--- src/rtl/led_seq_pkg.sv ---
// Shared types and pattern helpers for the LED sequencer.
// FSM state codes, display modes and the per-mode initial/step patterns.
package led_seq_pkg;

  typedef logic [1:0] state_t;
  localparam state_t StIdle  = 2'd0;
  localparam state_t StRun   = 2'd1;
  localparam state_t StPause = 2'd2;

  typedef enum logic [1:0] {
    ModeChase = 2'b00,
    ModeBlink = 2'b01,
    ModeAlt   = 2'b10,
    ModeCount = 2'b11
  } mode_e;

  localparam logic [7:0] InitChase = 8'h01;
  localparam logic [7:0] InitBlink = 8'hFF;
  localparam logic [7:0] InitAlt   = 8'h55;
  localparam logic [7:0] InitCount = 8'h00;

  function automatic logic [7:0] init_pattern(input mode_e mode);
    logic [7:0] pat;
    unique case (mode)
      ModeChase: pat = InitChase;
      ModeBlink: pat = InitBlink;
      ModeAlt:   pat = InitAlt;
      ModeCount: pat = InitCount;
    endcase
    return pat;
  endfunction

  function automatic logic [7:0] step_pattern(input logic [7:0] led, input mode_e mode);
    logic [7:0] pat;
    unique case (mode)
      ModeChase: pat = {led[6:0], led[7]};
      ModeBlink: pat = ~led;
      ModeAlt:   pat = ~led;
      ModeCount: pat = led + 8'd1;
    endcase
    return pat;
  endfunction

endpackage

--- src/rtl/tick_gen.sv ---
// Fractional rate generator: adds a selectable step each enabled cycle and
// emits a registered one-cycle tick whenever the accumulator passes LIMIT.
module tick_gen #(
  parameter int unsigned LIMIT     = 50_000_000,
  parameter int unsigned STEP_SLOW = 2,
  parameter int unsigned STEP_FAST = 15
) (
  input  logic clk,
  input  logic rst_n,
  input  logic enable,
  input  logic clear,
  input  logic fast,
  output logic tick
);

  localparam int unsigned StepMax = (STEP_SLOW > STEP_FAST) ? STEP_SLOW : STEP_FAST;
  // acc < LIMIT always, so acc + step < LIMIT + StepMax fits in AccW bits.
  localparam int unsigned AccW    = $clog2(LIMIT + StepMax);

  logic [AccW-1:0] acc_q, acc_d, sum;
  logic            tick_q, tick_d;

  assign sum = acc_q + (fast ? AccW'(STEP_FAST) : AccW'(STEP_SLOW));

  always_comb begin
    acc_d  = acc_q;
    tick_d = 1'b0;
    if (clear) begin
      acc_d = '0;
    end else if (enable) begin
      if (sum >= AccW'(LIMIT)) begin
        acc_d  = sum - AccW'(LIMIT);
        tick_d = 1'b1;
      end else begin
        acc_d = sum;
      end
    end
  end

  always_ff @(posedge clk or negedge rst_n) begin
    if (!rst_n) begin
      acc_q  <= '0;
      tick_q <= 1'b0;
    end else begin
      acc_q  <= acc_d;
      tick_q <= tick_d;
    end
  end

  assign tick = tick_q;

endmodule

--- src/rtl/led_sequencer.sv ---
// LED pattern sequencer: IDLE/RUN/PAUSE control, pushbutton synchronizer,
// and a registered pattern register stepped by tick_gen.
module led_sequencer
  import led_seq_pkg::*;
#(
  parameter int unsigned LIMIT     = 50_000_000,
  parameter int unsigned STEP_SLOW = 2,
  parameter int unsigned STEP_FAST = 15
) (
  input  logic       CLOCK_50,
  input  logic       RESET_N,
  input  logic [3:0] SW,
  input  logic       KEY1_N,
  output logic [7:0] LEDR,
  output logic       TICK
);

  logic       sync1_q, sync2_q, key_prev_q, press;
  state_t     state_q, state_d;
  mode_e      mode_q, sw_mode;
  logic [7:0] led_q, led_d;
  logic       tick, run_en, clear;

  assign sw_mode = mode_e'(SW[3:2]);
  assign press   = key_prev_q & ~sync2_q;
  assign run_en  = (state_q == StRun);
  assign clear   = (state_d == StIdle);

  always_comb begin
    state_d = state_q;
    case (state_q)
      StIdle:  if (SW[0]) state_d = StRun;
      StRun: begin
        if (!SW[0])     state_d = StIdle;
        else if (press) state_d = StPause;
      end
      StPause: begin
        if (!SW[0])     state_d = StIdle;
        else if (press) state_d = StRun;
      end
      default: state_d = StIdle;
    endcase
  end

  // A mode change reloads the pattern and swallows any step due that cycle.
  always_comb begin
    led_d = led_q;
    if (state_d == StIdle) begin
      led_d = 8'h00;
    end else if (state_q == StIdle || sw_mode != mode_q) begin
      led_d = init_pattern(sw_mode);
    end else if (tick) begin
      led_d = step_pattern(led_q, mode_q);
    end
  end

  always_ff @(posedge CLOCK_50 or negedge RESET_N) begin
    if (!RESET_N) begin
      sync1_q    <= 1'b1;
      sync2_q    <= 1'b1;
      key_prev_q <= 1'b1;
      state_q    <= StIdle;
      mode_q     <= ModeChase;
      led_q      <= 8'h00;
    end else begin
      sync1_q    <= KEY1_N;
      sync2_q    <= sync1_q;
      key_prev_q <= sync2_q;
      state_q    <= state_d;
      mode_q     <= sw_mode;
      led_q      <= led_d;
    end
  end

  tick_gen #(
    .LIMIT    (LIMIT),
    .STEP_SLOW(STEP_SLOW),
    .STEP_FAST(STEP_FAST)
  ) u_tick_gen (
    .clk   (CLOCK_50),
    .rst_n (RESET_N),
    .enable(run_en),
    .clear (clear),
    .fast  (SW[1]),
    .tick  (tick)
  );

  assign LEDR = led_q;
  assign TICK = tick;

endmodule

--- config.mk ---
export PLATFORM = sky130hd
export DESIGN_NAME = led_sequencer
export DESIGN_NICKNAME = d
export VERILOG_FILES = /design/src/rtl/led_seq_pkg.sv /design/src/rtl/tick_gen.sv /design/src/rtl/led_sequencer.sv
export SDC_FILE = /design/constraint.sdc
export NUM_CORES = 1
export LEC_CHECK = 0
export CAP_MARGIN = 20
export CORE_MARGIN = 2
export CORE_UTILIZATION = 30
export DETAILED_ROUTE_END_ITERATION = 12
export DONT_BUFFER_PORTS = 1
export PLACE_DENSITY_LB_ADDON = 0.2
export SYNTH_ARGS = -nofsm -noshare
export SYNTH_HDL_FRONTEND = slang
export SYNTH_SLANG_ARGS = --single-unit
--- constraint.sdc ---
create_clock -name CLOCK_50 -period 4.15 [get_ports CLOCK_50]
set_clock_uncertainty 0.1 [all_clocks]
set_input_delay 0.415 -clock CLOCK_50 [delete_from_list [all_inputs] [get_ports CLOCK_50]]
set_output_delay 0.415 -clock CLOCK_50 [all_outputs]
set_load 0.01 [all_outputs]
* After elaboration in Yosys (flattened, before gate mapping)
Index checks and enable logic that the tools add are counted.
** Operators by class
- $add $sub $neg :: 3
- Magnitude comparators :: 1
- Eq/ne operators :: 9
- Muxes and demuxes :: 18
- Reductions and logical operators :: 8
- Bitwise logic cells :: 3
** Operator list (count)
- two-way mux 26 bit :: 3
- one-hot mux 8 bit (4 select lines) :: 1
- adder 26 bit :: 1
- greater-or-equal comparator 26 bit (second input constant) :: 1
- subtractor 26 bit (second input constant) :: 1
- two-way mux 8 bit :: 3
- one-hot mux 8 bit (3 select lines) :: 1
- == test 2 bit (second input constant) :: 5
- two-way mux 2 bit :: 5
- adder 8 x 1 -> 8 bit (second input constant) :: 1
- zero test 2 bit :: 4
- NOT 8 bit :: 1
- == test 2 x 1 -> 1 bit (second input constant) :: 3
- one-hot mux 2 bit (3 select lines) :: 1
- two-way mux 4 bit :: 1
- two-way mux 1 bit :: 3
- nonzero test 3 bit :: 1
- != test 2 bit :: 1
- nonzero test 2 bit :: 1
- OR reduction 2 bit :: 1
- AND 1 bit :: 1
- logical OR 1 bit :: 1
- NOT 1 bit :: 1
** Word-level totals
- Register bits after elaboration :: 42
- Input bits :: 7
- Output and inout bits :: 9

* Logic depth before layout (Yosys ltp)
Gate-level depths: netlist of run 1.
- Depth in word-level cells :: 7
- Depth in mapped cells :: 14

* By module
A second synthesis of run 1 with hierarchy kept.
** Unflattened totals
- Cells, all modules :: 421
- Area total of the unflattened synthesis :: 3530.9 sq um
** By module, submodules not included
- tick_gen :: seq. area each 675.6 sq um, instances 1, area an instance 2532.4 sq um, cells each 315
- led_sequencer :: seq. area each 379.1 sq um, instances 1, area an instance 998.5 sq um, cells each 106

* Worst setup path after synthesis of run 1
Ideal clock, no wire load.
- Path kind :: input port to flip-flop
- Start point :: input port SW[1]
- End point :: register u_tick_gen.acc_q[13]
- Cell stages on the path :: 14
- Setup slack :: 869 ps
- Library setup time :: 73 ps
- Required time :: 3977 ps
- Arrival :: 3108 ps
- Path through :: ha_1 -> inv_1 -> ha_1 -> nand2b_1 -> a21o_1 -> buf_2 -> nand4_1 -> nand3_1 -> a211o_1 -> a311o_1 -> buf_6 -> or3_1 -> a21oi_2 -> a2bb2oi_2
** On the way
- Cells in the longest elaborated chain, start to end :: 6
- Elaborated cells on any way between the ends :: 7
- Those cells by class :: 2 x add/sub; 1 x order compare; 4 x mux
** RTL lines
- start: declaration :: line led_sequencer.sv:12 : input logic [3:0] SW,
- two-way mux 4 bit * :: line tick_gen.sv:23 : assign sum = acc_q + (fast ? AccW'(STEP_FAST) : AccW'(STEP_SLOW));
- adder 26 bit * :: line tick_gen.sv:23
- subtractor 26 bit or greater-or-equal comparator 26 bit (tied branches) :: line tick_gen.sv:32, tick_gen.sv:31
- two-way mux 26 bit * :: line tick_gen.sv:31 : if (sum >= AccW'(LIMIT)) begin
- two-way mux 26 bit * :: line tick_gen.sv:30 : end else if (enable) begin
- two-way mux 26 bit * :: line tick_gen.sv:28 : if (clear) begin
- end signal: assignment :: line tick_gen.sv:42 : acc_q <= '0;
- end signal: assignment :: line tick_gen.sv:45 : acc_q <= acc_d;
- end: declaration :: line tick_gen.sv:20 : logic [AccW-1:0] acc_q, acc_d, sum;
Mark *: on every way between the ends. The rest lies on a longest branch, timed or not. The select of a mux whose other input is x is not followed.
A chain may end at the register's enable or synchronous reset.

* Final worst setup path of run 1
- Start point :: register u_tick_gen.acc_q[0]
- End point :: register u_tick_gen.acc_q[17]
** On the way
- Cells in the longest elaborated chain, start to end :: 5
- Elaborated cells on any way between the ends :: 6
- Those cells by class :: 2 x add/sub; 1 x order compare; 3 x mux
** RTL lines (line)
- adder 26 bit * :: tick_gen.sv:23
- subtractor 26 bit or greater-or-equal comparator 26 bit (tied branches) :: tick_gen.sv:32, tick_gen.sv:31
- two-way mux 26 bit * :: tick_gen.sv:31
- two-way mux 26 bit * :: tick_gen.sv:30
- two-way mux 26 bit * :: tick_gen.sv:28
Marks and branches as above.

==> results of run 1 <==
worst paths after layout:
kind | from | end | cells past startpoint
setup / recovery | u_tick_gen.acc_q[0]$_DFFE_PN0P_ | u_tick_gen.acc_q[17]$_DFFE_PN0P_ | 13
hold / removal | KEY1_N | sync1_q$_DFF_PN1_ | 0
setup reg to reg | u_tick_gen.acc_q[0]$_DFFE_PN0P_ | u_tick_gen.acc_q[17]$_DFFE_PN0P_ | 13
hold reg to reg | sync1_q$_DFF_PN1_ | sync2_q$_DFF_PN1_ | 0
max in group asynchronous | RESET_N | key_prev_q$_DFF_PN1_ | 2
min in group asynchronous | RESET_N | u_tick_gen.acc_q[10]$_DFFE_PN0P_ | 2
flip-flops by register name (all words and copies together) (netlist names):
signal / flops
sync1_q: 1
u_tick_gen.acc_q: 26
u_tick_gen.tick: 1
sync2_q: 1
state_q: 2
key_prev_q: 1
mode_q: 2
LEDR: 8
worst register-to-register path, cell delays in order (launching register included):
cell and delay (ps):
sky130_fd_sc_hd__dfrtp_1 390, sky130_fd_sc_hd__ha_1 210, sky130_fd_sc_hd__inv_1 60, sky130_fd_sc_hd__ha_1 170, sky130_fd_sc_hd__nand2b_1 240, sky130_fd_sc_hd__a21oi_1 210
sky130_fd_sc_hd__buf_4 250, sky130_fd_sc_hd__o31ai_1 380, sky130_fd_sc_hd__o22ai_1 170, sky130_fd_sc_hd__a211o_1 320, sky130_fd_sc_hd__a311o_1 520, sky130_fd_sc_hd__or3_1 440
sky130_fd_sc_hd__a211oi_1 230, sky130_fd_sc_hd__o21bai_1 140
final cells by class:
| cell class | count | area (sq um) |
|---|---|---|
| clock buffers | 6 | 128.9 |
| clock inverters | 2 | 37.54 |
| fillers | 1221 | 7584 |
| inverters | 20 | 75.07 |
| multi-input cells | 345 | 2232 |
| flip-flops and latches | 42 | 1055 |
| well taps | 143 | 178.9 |
| repair buffers | 14 | 127.6 |
cell families (layout without fill, tap and decap cells):
group           count (synthesis)  count (layout)  share of synthesized area [%]
buf+inv                        47              42                          5.977
fa+ha+maj                      10              10                          3.579
compound gates                152             152                          30.03
flops                          42              42                          30.17
xor+xnor                       22              22                          5.512
simple gates                  161             161                          24.73
power by group through the flow:
stage | Combinational [mW] | Clock (mW) | Sequential, mW
2_1_floorplan | 0.127 | 0 | 0.451
3_3_place_gp | 0.160 | 0 | 0.460
3_5_place_dp | 0.161 | 0 | 0.461
4_1_cts | 0.174 | 0.469 | 0.453
5_1_grt | 0.195 | 0.484 | 0.456
6_report | 0.174 | 0.457 | 0.453
placed cells by master, fill, tap and decap left out, types with 8 or more instances in the layout:
cell type,Yosys,layout
sky130_fd_sc_hd__a21o_1,8,8
sky130_fd_sc_hd__a21oi_1,32,32
sky130_fd_sc_hd__and2_1,9,9
sky130_fd_sc_hd__and3_1,8,8
sky130_fd_sc_hd__buf_4,2,12
sky130_fd_sc_hd__dfrtp_1,39,39
sky130_fd_sc_hd__ha_1,10,10
sky130_fd_sc_hd__inv_1,20,20
sky130_fd_sc_hd__nand2_1,32,32
sky130_fd_sc_hd__nand3_1,25,25
sky130_fd_sc_hd__nand4_1,11,11
sky130_fd_sc_hd__nor2_1,31,31
sky130_fd_sc_hd__nor2b_1,8,8
sky130_fd_sc_hd__nor3_1,10,10
sky130_fd_sc_hd__o211ai_1,14,14
sky130_fd_sc_hd__o21ai_0,28,28
sky130_fd_sc_hd__xnor2_1,14,14
sky130_fd_sc_hd__xor2_1,8,8
per-stage QoR:
step	power [mW]	area, sq um	utilization [%]	hold WS, ps	worst slack, ps
floorplan	0.5773	3496	-	19.41	869.4
global placement	0.6207	3631	31.80	20.33	402.0
detailed placement	0.6217	3631	31.80	20.41	261.0
CTS	1.096	3835	33.59	11.43	287.4
global route	1.136	3835	33.59	5.333	62.53
finish	1.084	3835	33.59	15.82	245.9
layer usage:
| metal | global-route usage (%) | share of wire [%] | up-vias |
|---|---|---|---|
| met4 | 4.959 | 1.7 | 0 |
| met3 | 2.286 | 3.4 | 17 |
| li1 | - | - | 1619 |
| met5 | 0 | 0 | - |
| met1 | 21.83 | 49 | 1580 |
| met2 | 25.45 | 46 | 73 |
timing repair:
item / CTS / global route
gates resized for setup: 0 / 0
hold buffers: 2 / 0
hold endpoints to repair: 42 / 0
==> impl_metrics.prom, run 1 <==
# TYPE chip_impl_metric gauge
chip_impl_metric{name="clock_sink_count",unit=""} 42
chip_impl_metric{name="detailedPlacementHpwl",unit="mm"} 7.022
chip_impl_metric{name="setup_viol_count_final",unit=""} 0
chip_impl_metric{name="antennaDiodeCount",unit=""} 0
chip_impl_metric{name="synth_area_per_cell",unit="sq um"} 8.055
chip_impl_metric{name="clk_path_buf_depth",unit=""} 2
chip_impl_metric{name="num-nets-final",unit=""} 445
chip_impl_metric{name="worst_pin_slew",unit="ps"} 1032
chip_impl_info{name="crit_slowest_cell",value="sky130_fd_sc_hd__a311o_1"} 1
chip_impl_metric{name="finalWirelength",unit="mm"} 9.708
chip_impl_metric{name="first_pass_drt_iterations",unit=""} 5
chip_impl_metric{name="finish.cell_count_without_fillers",unit=""} 572
chip_impl_metric{name="r2r_setup_slack",unit="ps"} 250
chip_impl_metric{name="num_rows",unit=""} 39
chip_impl_metric{name="grt_max_degree",unit=""} 43
chip_impl_metric{name="antenna_found_initial",unit=""} 0
chip_impl_info{name="run_status",value="completed"} 1
chip_impl_metric{name="drt_first_iter_violations",unit=""} 295
chip_impl_metric{name="synth.distinct_cells",unit=""} 67
chip_impl_metric{name="cap_violations",unit=""} 0
chip_impl_metric{name="via_count_of_the_first_global_routing_pass",unit=""} 3223
chip_impl_metric{name="die_area",unit="sq um"} 12530
chip_impl_metric{name="pwr-share-comb",unit="%"} 16.1
chip_impl_info{name="cts_tree",value="yes"} 1
chip_impl_metric{name="die-width",unit="um"} 112.0
chip_impl_metric{name="async_flop_share",unit="%"} 100.0
chip_impl_metric{name="setup_total_negative_slack",unit="ps"} 0
chip_impl_info{name="post_synth_top_area_cell",value="sky130_fd_sc_hd__dfrtp_1"} 1
chip_impl_metric{name="syn_area",unit="sq um"} 3496
chip_impl_metric{name="timing.critical_path.slowest_cell_delay",unit="ps"} 520
chip_impl_metric{name="synth_cells",unit=""} 434
chip_impl_metric{name="power_switching_share",unit="%"} 28.96
chip_impl_metric{name="clk_pin_slew",unit="ps"} 60
chip_impl_metric{name="gp_routability_congestion",unit=""} 0.8774
chip_impl_metric{name="clk-insertion-delay-late",unit="ps"} 290
chip_impl_metric{name="drt_drc_violations_left",unit=""} 0
chip_impl_metric{name="top_level_ports",unit=""} 16
chip_impl_metric{name="relSlewSlack",unit="%"} 30.68
chip_impl_metric{name="p_sw",unit="uW"} 314.0
chip_impl_info{name="worst_hold_path_class",value="in -> reg"} 1
chip_impl_metric{name="slew_violations",unit=""} 0
chip_impl_metric{name="ant_nets",unit=""} 0
chip_impl_metric{name="cell_int_power",unit="uW"} 770.1
chip_impl_metric{name="i_o_buffers",unit=""} 0
chip_impl_metric{name="synth-edff-count",unit=""} 0
chip_impl_metric{name="timing_hold_violations_final",unit=""} 0
chip_impl_metric{name="mappedNetlistNets",unit=""} 451
chip_impl_metric{name="cts_made_buffers",unit=""} 5
chip_impl_metric{name="gr-usage-all-layers",unit="%"} 15.75
chip_impl_info{name="worst-setup-path-type",value="reg -> reg"} 1
chip_impl_info{name="worst_setup_path_end_kind",value="flop"} 1
chip_impl_metric{name="detailroute.via_count",unit=""} 3289
chip_impl_info{name="ordered_cell_list_for_the_critical_path",value="ha_1, inv_1, ha_1, nand2b_1, a21oi_1, buf_4, o31ai_1, o22ai_1, a211o_1, a311o_1, or3_1, a211oi_1, o21bai_1"} 1
chip_impl_info{name="timing.critical_path.from_type",value="flop"} 1
chip_impl_metric{name="peakVddDrop",unit="mV"} 0.1510
chip_impl_info{name="delay_heaviest_family_cp",value="compound AO/OA/AOI/OAI gates"} 1
chip_impl_metric{name="cts_setup_buffers",unit=""} 0
chip_impl_metric{name="power.share.sequential",unit="%"} 41.8
chip_impl_metric{name="vias_per_cell",unit=""} 5.750
chip_impl_metric{name="first_pass_grt_wire_length",unit="mm"} 16.32
chip_impl_metric{name="placeableCoreArea",unit="sq um"} 11420
chip_impl_info{name="worst_path_most_repeated_cell",value="sky130_fd_sc_hd__ha_1"} 1
chip_impl_info{name="post_synth_top_cells",value="sky130_fd_sc_hd__dfrtp_1, sky130_fd_sc_hd__a21oi_1, sky130_fd_sc_hd__nand2_1"} 1
chip_impl_metric{name="share_clk_of_total_power",unit="%"} 42.1
chip_impl_metric{name="finalCriticalPeriod",unit="ps"} 3904
chip_impl_info{name="rsz0062_at_grt",value="false"} 1
chip_impl_metric{name="dpl.cell_count",unit=""} 562
chip_impl_info{name="prevailing_post_synth_register_cell",value="sky130_fd_sc_hd__dfrtp_1"} 1
chip_impl_info{name="ys_top_cells_by_area",value="sky130_fd_sc_hd__dfrtp_1, sky130_fd_sc_hd__a21oi_1, sky130_fd_sc_hd__o21ai_0"} 1
chip_impl_metric{name="cts_max_level",unit=""} 2
chip_impl_metric{name="netlist.area_leader.share",unit="%"} 27.92
chip_impl_metric{name="fraction_of_layout_instances_using_a_drive_strength_above_1",unit="%"} 8.159
chip_impl_info{name="cts.root.buffer_cell",value="sky130_fd_sc_hd__clkbuf_16"} 1
chip_impl_info{name="yosysMostFrequentCell",value="sky130_fd_sc_hd__dfrtp_1"} 1
chip_impl_metric{name="die-height",unit="um"} 112.0
chip_impl_metric{name="finalCritPeriodShare",unit="%"} 94.08
chip_impl_metric{name="yosysWarningCount",unit=""} 0
chip_impl_metric{name="power_density",unit="nW/um^2"} 282.7
chip_impl_metric{name="cp.buffers_inverters",unit=""} 2
chip_impl_metric{name="achievable-frequency",unit="MHz"} 256.1
chip_impl_metric{name="leak_pwr",unit="nW"} 1.404
chip_impl_metric{name="dr_wl_cell",unit="um"} 16.97
chip_impl_metric{name="synth-seq-cells",unit=""} 42
chip_impl_metric{name="worst-endpoint-required",unit="ps"} 4270
chip_impl_metric{name="critical_path_arrival",unit="ps"} 4020
chip_impl_metric{name="initial_util",unit="%"} 30.62
chip_impl_metric{name="path_max_fanout",unit=""} 13
chip_impl_metric{name="overflow",unit=""} 0
chip_impl_metric{name="seq_area_frac_synth",unit="%"} 30.17
chip_impl_metric{name="area_delta_synth_final",unit="%"} 9.699
Power figures use the tool's default switching activity.
==> run 2, diff against run 1 <==
Settings changed: GPL_TIMING_DRIVEN set to 0.
==> run 2 against run 1 <==
Compared with the run above: total power is 1.9% higher; sequential share of layout area is 0.40 points lower; worst hold slack worse by 1.0 ps; non-clock buffer count is 15 higher; critical endpoint is now u_tick_gen.acc_q[9]$_DFFE_PN0P_; largest power group unchanged.
==> impl_metrics.prom, run 2 (same netlist as run 1, synthesis figures left out) <==
# TYPE chip_impl_metric gauge
chip_impl_metric{name="peakVddDrop",unit="mV"} 0.1415
chip_impl_metric{name="cp.buffers_inverters",unit=""} 3
chip_impl_metric{name="die_area",unit="sq um"} 12530
chip_impl_metric{name="cell_int_power",unit="uW"} 772.2
chip_impl_metric{name="placeableCoreArea",unit="sq um"} 11420
chip_impl_metric{name="initial_util",unit="%"} 30.62
chip_impl_metric{name="area_of_all_sequential_standard_cells",unit="sq um"} 1055
chip_impl_metric{name="cap_violations",unit=""} 0
chip_impl_metric{name="power_density",unit="nW/um^2"} 284.0
chip_impl_metric{name="num-nets-final",unit=""} 460
chip_impl_metric{name="hold_ws",unit="ps"} 14.81
chip_impl_info{name="crit_slowest_cell",value="sky130_fd_sc_hd__a211o_1"} 1
chip_impl_info{name="worst_setup_path_end_kind",value="flop"} 1
chip_impl_metric{name="achievable-frequency",unit="MHz"} 259.6
chip_impl_metric{name="worst_pin_slew",unit="ps"} 870.5
chip_impl_metric{name="number_of_filler_cells_placed_in_the_layout",unit=""} 1218
chip_impl_metric{name="vias_per_cell",unit=""} 5.813
chip_impl_metric{name="path_max_fanout",unit=""} 10
chip_impl_metric{name="finalCritPeriodShare",unit="%"} 92.84
chip_impl_info{name="worst_hold_path_class",value="in -> reg"} 1
chip_impl_metric{name="power_switching_share",unit="%"} 30.13
chip_impl_metric{name="fraction_of_layout_instances_using_a_drive_strength_above_1",unit="%"} 8.559
chip_impl_metric{name="setup_total_negative_slack",unit="ps"} 0
chip_impl_info{name="worst-setup-path-type",value="reg -> reg"} 1
chip_impl_metric{name="power.share.sequential",unit="%"} 40.6
chip_impl_info{name="mostFrequentLayoutCell",value="sky130_fd_sc_hd__dfrtp_1"} 1
chip_impl_metric{name="relSlewSlack",unit="%"} 41.23
chip_impl_metric{name="clk-insertion-delay-late",unit="ps"} 290
chip_impl_metric{name="cts_setup_buffers",unit=""} 0
chip_impl_metric{name="share_clk_of_total_power",unit="%"} 42.2
chip_impl_metric{name="clk_pin_slew",unit="ps"} 70
chip_impl_metric{name="i_o_buffers",unit=""} 0
chip_impl_metric{name="antennaDiodeCount",unit=""} 0
chip_impl_info{name="min_delay_worst_endpoint",value="sync1_q$_DFF_PN1_"} 1
chip_impl_info{name="layout_common_cells",value="sky130_fd_sc_hd__dfrtp_1, sky130_fd_sc_hd__nand2_1, sky130_fd_sc_hd__nor2_1, sky130_fd_sc_hd__a21oi_1, sky130_fd_sc_hd__o21ai_0"} 1
chip_impl_metric{name="multi_input_area",unit="sq um"} 2242
chip_impl_metric{name="clk_path_buf_depth",unit=""} 2
chip_impl_metric{name="pwr-share-comb",unit="%"} 17.2
chip_impl_metric{name="area_delta_synth_final",unit="%"} 11.31
chip_impl_metric{name="detailroute.via_count",unit=""} 3412
chip_impl_metric{name="worst-endpoint-required",unit="ps"} 4270
chip_impl_metric{name="setup_viol_count_final",unit=""} 0
chip_impl_metric{name="via_count_of_the_first_global_routing_pass",unit=""} 3328
chip_impl_metric{name="antenna_found_initial",unit=""} 0
chip_impl_metric{name="num_rows",unit=""} 39
chip_impl_metric{name="p_sw",unit="uW"} 333.0
chip_impl_info{name="cts.root.buffer_cell",value="sky130_fd_sc_hd__clkbuf_16"} 1
chip_impl_info{name="ordered_cell_list_for_the_critical_path",value="ha_1, inv_1, ha_1, nand2b_1, a21o_1, buf_2, nand4_1, nand3_1, a211o_1, a311oi_2, buf_2, a21oi_1, o32a_1, o21ai_0"} 1
chip_impl_metric{name="finalWirelength",unit="mm"} 10.68
chip_impl_metric{name="slew_violations",unit=""} 0
chip_impl_info{name="delay_heaviest_family_cp",value="compound AO/OA/AOI/OAI gates"} 1
chip_impl_metric{name="timing_hold_violations_final",unit=""} 0
chip_impl_info{name="run_status",value="completed"} 1
chip_impl_info{name="worstHoldStart",value="KEY1_N"} 1
chip_impl_info{name="timing.critical_path.from_type",value="flop"} 1
chip_impl_metric{name="detailedPlacementHpwl",unit="mm"} 7.631
chip_impl_metric{name="timing.reg2reg.worst_path_depth",unit=""} 14
chip_impl_metric{name="grt_max_degree",unit=""} 43
chip_impl_metric{name="gr-usage-all-layers",unit="%"} 17.43
chip_impl_metric{name="first_pass_drt_iterations",unit=""} 5
chip_impl_info{name="registers.top_by_ff_count",value="u_tick_gen.acc_q"} 1
chip_impl_metric{name="overflow",unit=""} 0
chip_impl_metric{name="clock_sink_count",unit=""} 42
chip_impl_info{name="rsz0062_at_grt",value="false"} 1
chip_impl_metric{name="leak_pwr",unit="nW"} 1.431
chip_impl_info{name="cts_tree",value="yes"} 1
chip_impl_metric{name="drt_first_iter_violations",unit=""} 216
chip_impl_metric{name="r2r_setup_slack",unit="ps"} 300
chip_impl_metric{name="drt_drc_violations_left",unit=""} 0
chip_impl_metric{name="die-width",unit="um"} 112.0
chip_impl_metric{name="finalCriticalPeriod",unit="ps"} 3853
chip_impl_metric{name="ant_nets",unit=""} 0
chip_impl_metric{name="dr_wl_cell",unit="um"} 18.19
chip_impl_info{name="crit-reg2reg-capture",value="u_tick_gen.acc_q[9]$_DFFE_PN0P_"} 1
chip_impl_metric{name="cts_made_buffers",unit=""} 5
chip_impl_metric{name="timing.critical_path.slowest_cell_delay",unit="ps"} 430
chip_impl_metric{name="largest_reg_flops",unit=""} 26
chip_impl_metric{name="gp_routability_congestion",unit=""} 0.8999
chip_impl_metric{name="top_level_ports",unit=""} 16
chip_impl_metric{name="min_delay_path_depth",unit=""} 0
chip_impl_metric{name="critical_path_arrival",unit="ps"} 3970
chip_impl_metric{name="die-height",unit="um"} 112.0
chip_impl_metric{name="first_pass_grt_wire_length",unit="mm"} 17.53
chip_impl_info{name="rr_startpoint",value="u_tick_gen.acc_q[0]$_DFFE_PN0P_"} 1
chip_impl_metric{name="cts_max_level",unit=""} 2
run 2: power by group through the flow:
stage	sequential (mW)	combinational (mW)	clock, mW
2_1_floorplan	0.451	0.127	0
3_5_place_dp	0.457	0.174	0
6_report	0.449	0.190	0.466
4_1_cts	0.449	0.188	0.477
5_1_grt	0.452	0.210	0.491
3_3_place_gp	0.456	0.172	0
run 2: worst max path at each step:
stage	startpoint	endpoint	depth (start not counted)
floorplan	SW[1]	u_tick_gen.acc_q[13]$_DFFE_PN0P_	14
global placement	SW[1]	u_tick_gen.acc_q[9]$_DFFE_PN0P_	13
detailed placement	SW[1]	u_tick_gen.acc_q[9]$_DFFE_PN0P_	13
CTS	u_tick_gen.acc_q[0]$_DFFE_PN0P_	u_tick_gen.acc_q[9]$_DFFE_PN0P_	13
global route	u_tick_gen.acc_q[0]$_DFFE_PN0P_	u_tick_gen.acc_q[13]$_DFFE_PN0P_	14
finish	u_tick_gen.acc_q[0]$_DFFE_PN0P_	u_tick_gen.acc_q[9]$_DFFE_PN0P_	14
run 2: cell type report:
type / instances / share of cell area (%)
multi-input cells: 345 / 57.62
flip-flops and latches: 42 / 27.11
well taps: 143 / 4.598
plain buffers: 27 / 3.441
clock buffers: 5 / 3.215
inverters: 20 / 1.929
clock inverters: 3 / 1.125
repair buffers: 2 / 0.9646
run 2: what timing repair did:
item                       4_1_cts  5_1_grt
hold endpoints to repair        42        0
resized for setup                0        2
setup endpoints to repair        0        6
hold buffers                     2        0
run 2: stage by stage:
| stage | instance area (sq um) | utilization, % | worst slack, ps | cells | total power [mW] |
|---|---|---|---|---|---|
| after floorplan | 3496 | - | 869.4 | 434 | 0.5773 |
| after global placement | 3675 | 32.18 | 126.2 | 577 | 0.6280 |
| after detailed placement | 3675 | 32.18 | 151.8 | 577 | 0.6305 |
| after CTS | 3881 | 33.99 | 194.3 | 587 | 1.114 |
| after global routing | 3891 | 34.08 | 48.98 | 587 | 1.153 |
| final | 3891 | 34.08 | 297.3 | 587 | 1.105 |
run 2: per-layer routing:
metal	GRT usage, %	part of all wire, %	vias to the layer above
met2	29.17	47	96
li1	-	-	1655
met3	2.177	3.5	18
met1	23.56	47	1643
met4	5.447	2.5	0
met5	0	0	-
==> run 3, diff against run 2 <==
Settings changed: GPL_TIMING_DRIVEN 0 to not set, HOLD_SLACK_MARGIN set to 0.02.
==> run 3 against run 2 <==
Compared with the run above: fmax is 2.2% lower; utilization is 0.41 points lower; critical path depth is 1 lower; die area stayed put; first-iteration DRC count is 35% higher; sequential cell count stayed put; register-to-register slack worse by 90 ps; design area is 1.2% lower; final cell count is 2.4% lower; setup slack worse by 86 ps; clock power is 2% lower; count of clock-buffer cells in the layout is 1 higher.
==> impl_metrics.prom, run 3 (same netlist as run 1, synthesis figures left out) <==
# TYPE chip_impl_metric gauge
chip_impl_metric{name="largest_reg_flops",unit=""} 26
chip_impl_metric{name="vias_per_cell",unit=""} 5.761
chip_impl_metric{name="clk_path_buf_depth",unit=""} 2
chip_impl_metric{name="final.setup.worst_slack",unit="ps"} 211.8
chip_impl_metric{name="achievable-frequency",unit="MHz"} 253.9
chip_impl_metric{name="num-nets-final",unit=""} 446
chip_impl_info{name="cts.root.buffer_cell",value="sky130_fd_sc_hd__clkbuf_16"} 1
chip_impl_metric{name="fraction_of_layout_instances_using_a_drive_strength_above_1",unit="%"} 8.140
chip_impl_metric{name="via_count_of_the_first_global_routing_pass",unit=""} 3226
chip_impl_metric{name="gr-usage-all-layers",unit="%"} 15.76
chip_impl_metric{name="detailedPlacementHpwl",unit="mm"} 7.022
chip_impl_metric{name="cts_setup_buffers",unit=""} 0
chip_impl_metric{name="post_cts.resized_instances",unit=""} 0
chip_impl_info{name="setup.worst_path.start",value="u_tick_gen.acc_q[0]$_DFFE_PN0P_"} 1
chip_impl_metric{name="power.share.sequential",unit="%"} 41.8
chip_impl_info{name="worstHoldStart",value="SW[3]"} 1
chip_impl_info{name="run_status",value="completed"} 1
chip_impl_info{name="rr_startpoint",value="u_tick_gen.acc_q[0]$_DFFE_PN0P_"} 1
chip_impl_metric{name="peakVddDrop",unit="mV"} 0.1513
chip_impl_metric{name="slew_violations",unit=""} 0
chip_impl_metric{name="ant_nets",unit=""} 0
chip_impl_metric{name="clock_sink_count",unit=""} 42
chip_impl_metric{name="gp_routability_congestion",unit=""} 0.8774
chip_impl_metric{name="postPlaceCellArea",unit="sq um"} 3631
chip_impl_metric{name="p_sw",unit="uW"} 314.3
chip_impl_metric{name="antennaDiodeCount",unit=""} 0
chip_impl_metric{name="clk_pin_slew",unit="ps"} 60
chip_impl_metric{name="drt_first_iter_violations",unit=""} 292
chip_impl_metric{name="i_o_buffers",unit=""} 0
chip_impl_metric{name="critical_path_arrival",unit="ps"} 4050
chip_impl_info{name="rsz0062_at_grt",value="false"} 1
chip_impl_metric{name="cts_made_buffers",unit=""} 5
chip_impl_metric{name="ctsHoldBuffers",unit=""} 3
chip_impl_metric{name="placement.setup.worst_slack",unit="ps"} 261.0
chip_impl_metric{name="area_delta_synth_final",unit="%"} 9.986
chip_impl_metric{name="min_delay_path_depth",unit=""} 0
chip_impl_info{name="worst_hold_path_class",value="in -> reg"} 1
chip_impl_metric{name="dr_wl_cell",unit="um"} 17.03
chip_impl_metric{name="die-height",unit="um"} 112.0
chip_impl_info{name="layout_common_cells",value="sky130_fd_sc_hd__dfrtp_1, sky130_fd_sc_hd__a21oi_1, sky130_fd_sc_hd__nand2_1"} 1
chip_impl_metric{name="placeableCoreArea",unit="sq um"} 11420
chip_impl_metric{name="clk-insertion-delay-late",unit="ps"} 290
chip_impl_metric{name="initial_util",unit="%"} 30.62
chip_impl_metric{name="worst-endpoint-required",unit="ps"} 4270
chip_impl_metric{name="timing.reg2reg.worst_path_depth",unit=""} 13
chip_impl_info{name="worst-setup-path-type",value="reg -> reg"} 1
chip_impl_metric{name="cts_max_level",unit=""} 2
chip_impl_metric{name="grt_max_degree",unit=""} 43
chip_impl_metric{name="power_density",unit="nW/um^2"} 282.2
chip_impl_metric{name="pwr-share-comb",unit="%"} 16.2
chip_impl_metric{name="relSlewSlack",unit="%"} 30.68
chip_impl_metric{name="setup_viol_count_final",unit=""} 0
chip_impl_metric{name="hold_ws",unit="ps"} 51.94
chip_impl_metric{name="share_clk_of_total_power",unit="%"} 42.0
chip_impl_metric{name="worst_pin_slew",unit="ps"} 1032
chip_impl_metric{name="first_pass_grt_wire_length",unit="mm"} 16.33
chip_impl_metric{name="first_pass_drt_iterations",unit=""} 5
chip_impl_metric{name="number_of_filler_cells_placed_in_the_layout",unit=""} 1220
chip_impl_metric{name="detailroute.via_count",unit=""} 3301
chip_impl_info{name="worst_setup_path_end_kind",value="flop"} 1
chip_impl_info{name="cts_tree",value="yes"} 1
chip_impl_metric{name="cap_violations",unit=""} 0
chip_impl_metric{name="drt_drc_violations_left",unit=""} 0
chip_impl_metric{name="die-width",unit="um"} 112.0
chip_impl_metric{name="finalCritPeriodShare",unit="%"} 94.90
chip_impl_metric{name="cell_int_power",unit="uW"} 770.8
chip_impl_info{name="mostFrequentLayoutCell",value="sky130_fd_sc_hd__dfrtp_1"} 1
chip_impl_metric{name="path_max_fanout",unit=""} 13
chip_impl_metric{name="antenna_found_initial",unit=""} 0
chip_impl_metric{name="finish.instance_area",unit="sq um"} 3845
chip_impl_metric{name="overflow",unit=""} 0
chip_impl_metric{name="leak_pwr",unit="nW"} 1.408
chip_impl_metric{name="setup_total_negative_slack",unit="ps"} 0
chip_impl_metric{name="power_switching_share",unit="%"} 28.96
chip_impl_info{name="timing.critical_path.from_type",value="flop"} 1
chip_impl_metric{name="top_level_ports",unit=""} 16
chip_impl_metric{name="num_rows",unit=""} 39
chip_impl_metric{name="finalWirelength",unit="mm"} 9.759
chip_impl_metric{name="timing_hold_violations_final",unit=""} 0
chip_impl_metric{name="utilization",unit="%"} 33.67
chip_impl_info{name="registers.top_by_ff_count",value="u_tick_gen.acc_q"} 1
chip_impl_metric{name="die_area",unit="sq um"} 12530
chip_impl_metric{name="finalCriticalPeriod",unit="ps"} 3938
## run 3: cell count changes in the layout (fill, tap and decap cells not counted), sizes merged
cell and delta:
buf +2, dlygate4sd3 +1, inv -1, clkbuf -16, clkinvlp +1, clkinv -1
## run 3: per-layer routing
metal / global-route usage (%) / vias to the layer above / wire [um]
met2: 25.45 / 78 / 4488
met4: 4.959 / 0 / 185
li1: - / 1617 / -
met1: 21.87 / 1590 / 4722
met5: 0 / - / 0
met3: 2.286 / 16 / 363
## run 3: area by class of cell
cell class,instances,area [sq um],area share [%]
clock inverter,2,37.54,0.9762
clock buffer,6,128.9,3.352
timing repair buffer,15,137.6,3.580
tap,143,178.9,4.653
inverter,20,75.07,1.952
multi-input combinational,345,2232,58.05
sequential,42,1055,27.43
## run 3: critical path, cell delays in order, from the launching register on
cell                       delay (ps)
sky130_fd_sc_hd__dfrtp_1          390
sky130_fd_sc_hd__ha_1             210
sky130_fd_sc_hd__inv_1             60
sky130_fd_sc_hd__ha_1             170
sky130_fd_sc_hd__nand2b_1         230
sky130_fd_sc_hd__a21oi_1          220
sky130_fd_sc_hd__buf_4            250
sky130_fd_sc_hd__o31ai_1          390
sky130_fd_sc_hd__o22ai_1          180
sky130_fd_sc_hd__a211o_1          330
sky130_fd_sc_hd__a311o_1          520
sky130_fd_sc_hd__or3_1            440
sky130_fd_sc_hd__a211oi_1         220
sky130_fd_sc_hd__o21bai_1         140
## run 3: through the flow
step	power, mW	std cells
after floorplan	0.5773	434
after global placement	0.6207	562
after detailed placement	0.6217	562
after CTS	1.097	573
after global routing	1.136	573
final	1.085	573
## run 3: path summary, 6_finish.rpt
check | to | slack, ps
min in group asynchronous | u_tick_gen.acc_q[10]$_DFFE_PN0P_ | 520
worst min register to register | sync2_q$_DFF_PN1_ | 260
worst max-delay path | u_tick_gen.acc_q[17]$_DFFE_PN0P_ | 210
worst min-delay path | mode_q[1]$_DFF_PN0_ | 50
worst max register to register | u_tick_gen.acc_q[17]$_DFFE_PN0P_ | 210
max in group asynchronous | key_prev_q$_DFF_PN1_ | 3180
## run 3: power by group through the flow
stage	clock network (mW)	registers [mW]	logic (mW)
after floorplan	0	0.451	0.127
after global placement	0	0.460	0.160
after detailed placement	0	0.461	0.161
after CTS	0.469	0.453	0.175
after global routing	0.484	0.456	0.196
final	0.456	0.453	0.176
==> patch 1 (config.mk and constraints of run 1) <==
Register the input `SW` before use, without a reset. The logic sees it one clock later. The other inputs are not delayed to match.
--- a/src/rtl/led_sequencer.sv
+++ b/src/rtl/led_sequencer.sv
@@ -15,13 +15,19 @@
   output logic       TICK
 );
 
+  logic [3:0] SW_q;
+
+  always_ff @(posedge CLOCK_50) begin
+    SW_q <= SW;
+  end
+
   logic       sync1_q, sync2_q, key_prev_q, press;
   state_t     state_q, state_d;
   mode_e      mode_q, sw_mode;
   logic [7:0] led_q, led_d;
   logic       tick, run_en, clear;
 
-  assign sw_mode = mode_e'(SW[3:2]);
+  assign sw_mode = mode_e'(SW_q[3:2]);
   assign press   = key_prev_q & ~sync2_q;
   assign run_en  = (state_q == StRun);
   assign clear   = (state_d == StIdle);
@@ -29,13 +35,13 @@
   always_comb begin
     state_d = state_q;
     case (state_q)
-      StIdle:  if (SW[0]) state_d = StRun;
+      StIdle:  if (SW_q[0]) state_d = StRun;
       StRun: begin
-        if (!SW[0])     state_d = StIdle;
+        if (!SW_q[0])     state_d = StIdle;
         else if (press) state_d = StPause;
       end
       StPause: begin
-        if (!SW[0])     state_d = StIdle;
+        if (!SW_q[0])     state_d = StIdle;
         else if (press) state_d = StRun;
       end
       default: state_d = StIdle;
@@ -81,7 +87,7 @@
     .rst_n (RESET_N),
     .enable(run_en),
     .clear (clear),
-    .fast  (SW[1]),
+    .fast  (SW_q[1]),
     .tick  (tick)
   );
 
Behaviour: not the same (Yosys sat finds a counterexample within 4 cycles, from zero or initial values and one cycle with RESET_N low).
==> patch 1 against run 1 <==
  * Count of clock-buffer cells in the layout is the same
  * Die area grew 0.45%
  * Power grew 1.7%
  * Synthesized area grew 0.47%
  * Routed wire length grew 0.60%
  * Design area grew 0.20%
  * Worst setup slack gained 0.13 ns
  * Critical path depth shrank 4
  * Sequential cell count grew 4
  * Worst hold slack is essentially flat
  * Highest routed layer unchanged
==> patch 1: results (changes against run 1) <==
layout cell share with drive strength beyond 1=0.0841 (+0.00253); Non-Clock Inverter Count=22 (+10%); first-pass GRT wire length=16200 µm (-0.80%); CP max stage cell=or4_4; final worst-path cycle share=0.910 (-0.0312); register area share after synthesis=0.323 (+0.0214); Final Net Count=444 (-0.22%); VDD IR max=0.189 mV (+25%); area occupied by multi-input gates=2200 µm² (-1.5%); GRT met2 Usage=0.257 (+0.00248); worst-margin pin slew=0.778 ns (-0.254 ns); drt total wl=9770 µm (+0.60%); Met3 Routed Length=268 µm (-18%); Area after DPL=3660 µm² (+0.86%); Seq pwr share=0.465 (+0.047); RePlAce Congestion=0.879 (+0.19%); fraction of area in multi-input gates=0.572 (-0.00993); reg2reg path depth=9 (-4); Psw=338 µW (+7.7%); Critical R2R Capture=u_tick_gen.acc_q[23]; M1 wire length=4830 µm (+2.0%); dpl ws=0.292 ns (+0.0314 ns); syn_nets=448 (-0.67%); flip-flop and latch count=46 (+9.5%); met2 wire len=4540 µm (+1.4%); crit-path max cell delay=0.63 ns (+0.11 ns); top area cells in the synthesized netlist=dfrtp_1 (28%), o21ai_0 (4.8%), a21oi_1 (4.4%), nand2_1 (4.4%), xnor2_1 (3.7%); Commonest cells post-synth=nand2_1 (41), dfrtp_1 (39), o21ai_0 (34); M3 GR Usage=0.0200 (-0.00288); status=finished, final reports clean; power in the clock group=406 µW (-11%); async set-reset flop share out of synthesis=0.913 (-0.0870); drt first-iter violations=201 (-32%); unique cell type count in the Yosys netlist=63 (-6.0%); Non-clock buffer share=0.0274 (-0.00593); via count=3279 (-0.30%); mean post-synth cell area=8.15 µm² (+1.2%); Fillers=1229 (+0.66%); CP Launch Point=u_tick_gen.acc_q[4]; crit path max fanout=12 (-1); Multi-In Gates=341 (-1.2%)
patch 1: cell types whose count changed after synthesis, sizes merged, moves of 6 or more:
cell	delta
or4	+11
nor2	-11
nand2	+9
nand3	-11
o21ai	+6
patch 1: timing repair:
item,4_1_cts,5_1_grt
hold buffers,2,0
setup endpoints to repair,0,2
gates resized for setup,0,2
hold endpoints to repair,42,0
patch 1: worst min-delay path by stage:
stage | endpoint | cells past startpoint | slack, ns | from
global route | sync1_q | 0 | 0.003 | KEY1_N
global placement | u_tick_gen.acc_q[6] | 0 | 0.02 | RESET_N
CTS | sync1_q | 0 | 0.008 | KEY1_N
floorplan | LEDR[0] | 0 | 0.02 | RESET_N
detailed placement | u_tick_gen.acc_q[4] | 0 | 0.02 | RESET_N
finish | sync1_q | 0 | 0.02 | KEY1_N
patch 1: cells by family after synthesis:
logic type      synth area share
compound gates             0.280
mux                      0.00321
simple gates               0.252
xor+xnor                  0.0549
buf+inv                   0.0509
flops                      0.323
fa+ha+maj                 0.0356
==> patch 2 (settings of run 1) <==
Without the edit above. `LIMIT` is set to 50_000_000 in 2 places; all go to 25_000_000.
--- a/src/rtl/tick_gen.sv
+++ b/src/rtl/tick_gen.sv
@@ -1,7 +1,7 @@
 // Fractional rate generator: adds a selectable step each enabled cycle and
 // emits a registered one-cycle tick whenever the accumulator passes LIMIT.
 module tick_gen #(
-  parameter int unsigned LIMIT     = 50_000_000,
+  parameter int unsigned LIMIT     = 25_000_000,
   parameter int unsigned STEP_SLOW = 2,
   parameter int unsigned STEP_FAST = 15
 ) (
--- a/src/rtl/led_sequencer.sv
+++ b/src/rtl/led_sequencer.sv
@@ -3,7 +3,7 @@
 module led_sequencer
   import led_seq_pkg::*;
 #(
-  parameter int unsigned LIMIT     = 50_000_000,
+  parameter int unsigned LIMIT     = 25_000_000,
   parameter int unsigned STEP_SLOW = 2,
   parameter int unsigned STEP_FAST = 15
 ) (
Check against the original RTL: no difference found for any inputs over 10 cycles, from zero or initial values and one cycle with RESET_N low; that may be too few to reach the edited logic, so the function may still have changed.
==> patch 2 against run 1 <==
  * Design area fell by 6.2%
  * Power fell by 18%
  * Sequential cell count fell by 1
  * Count of clock-buffer cells in the layout fell by 1
  * First-iteration DRC count fell by 27%
  * Worst setup slack improved by 0.0043 ns
  * Synthesized area fell by 7.1%
  * Routed wire length fell by 11%
  * Sequential share of layout area rose by 1.1 points
  * Final cell count fell by 4.7%
  * Critical path type unchanged
  * Critical endpoint is now u_tick_gen.acc_q[9]
  * Largest cell class unchanged
  * Largest power group is now sequential cells
==> patch 2: results (changes against run 1) <==
VDD IR max=0.111 mV (-26%); Pre-antenna DRT Iters=4 (-1); Non-clock buffer share=0.0410 (+0.00776); DR WL/cell=15.9 µm (-6.4%); Fillers=1139 (-6.7%); RR Startpoint=u_tick_gen.acc_q[2]; Commonest cells post-synth=nand2_1 (44), dfrtp_1 (38), a21oi_1 (34); register area share after synthesis=0.317 (+0.0154); mean post-synth cell area=8.10 µm² (+0.52%); vias in the first global route=2740 (-15%); crit path max fanout=6 (-7); pin count of the biggest net entering global routing=42 (-2.3%); sequential power=447 µW (-1%); Combinational Power Share=0.163 (+0.002); Multi-In Gates=328 (-4.9%); Switching Fraction=0.327 (+0.0373); layout cell share with drive strength beyond 1=0.0929 (+0.0113); via count=2916 (-11%); cell family with most CP delay=simple AND/OR/NAND/NOR gates; critical path data arrival time=4.01 ns (about the same); max FFs per register=25 (-3.8%); RePlAce Congestion=0.843 (-4.0%); top area cells in the synthesized netlist=dfrtp_1 (29%), xnor2_1 (5.9%), a21oi_1 (5.2%), nand2_1 (5.1%), xor2_1 (4.9%); Root Buffer=clkbuf_8; Final clock-cell share=0.0261 (-0.0173); status=finished, final reports clean; Critical R2R Capture=u_tick_gen.acc_q[9]; hold_sp=SW[0]; syn_nets=419 (-7.1%); Leakage=1.38 nW (-1.9%)
==> patch 2: stage by stage <==
step / hold slack (ns) / total power [mW] / worst slack [ns] / area [µm²]
global placement: 0.0211 / 0.582 / 0.292 / 3430
detailed placement: 0.0211 / 0.583 / 0.237 / 3430
global route: 0.122 / 0.936 / 0.0181 / 3600
CTS: 0.0138 / 0.901 / 0.259 / 3570
finish: 0.132 / 0.886 / 0.250 / 3600
floorplan: 0.0194 / 0.549 / 0.399 / 3250
==> patch 2: cells by family after synthesis <==
group                      synth area share
DFF                                   0.317
AOI/OAI and AO/OA                     0.193
buffers and inverters                0.0374
adders and majority gates            0.0424
xor gates and xnor gates              0.108
muxes                                0.0200
and+or+nand+nor                       0.282
==> patch 2: per-layer routing <==
metal | GRT usage | vias up | part of all wire
met2 | 0.256 | 56 | 0.45
met3 | 0.0235 | 12 | 0.048
met4 | 0.0440 | 0 | 0.017
met5 | 0 | - | 0
met1 | 0.214 | 1401 | 0.49
li1 | - | 1447 | -
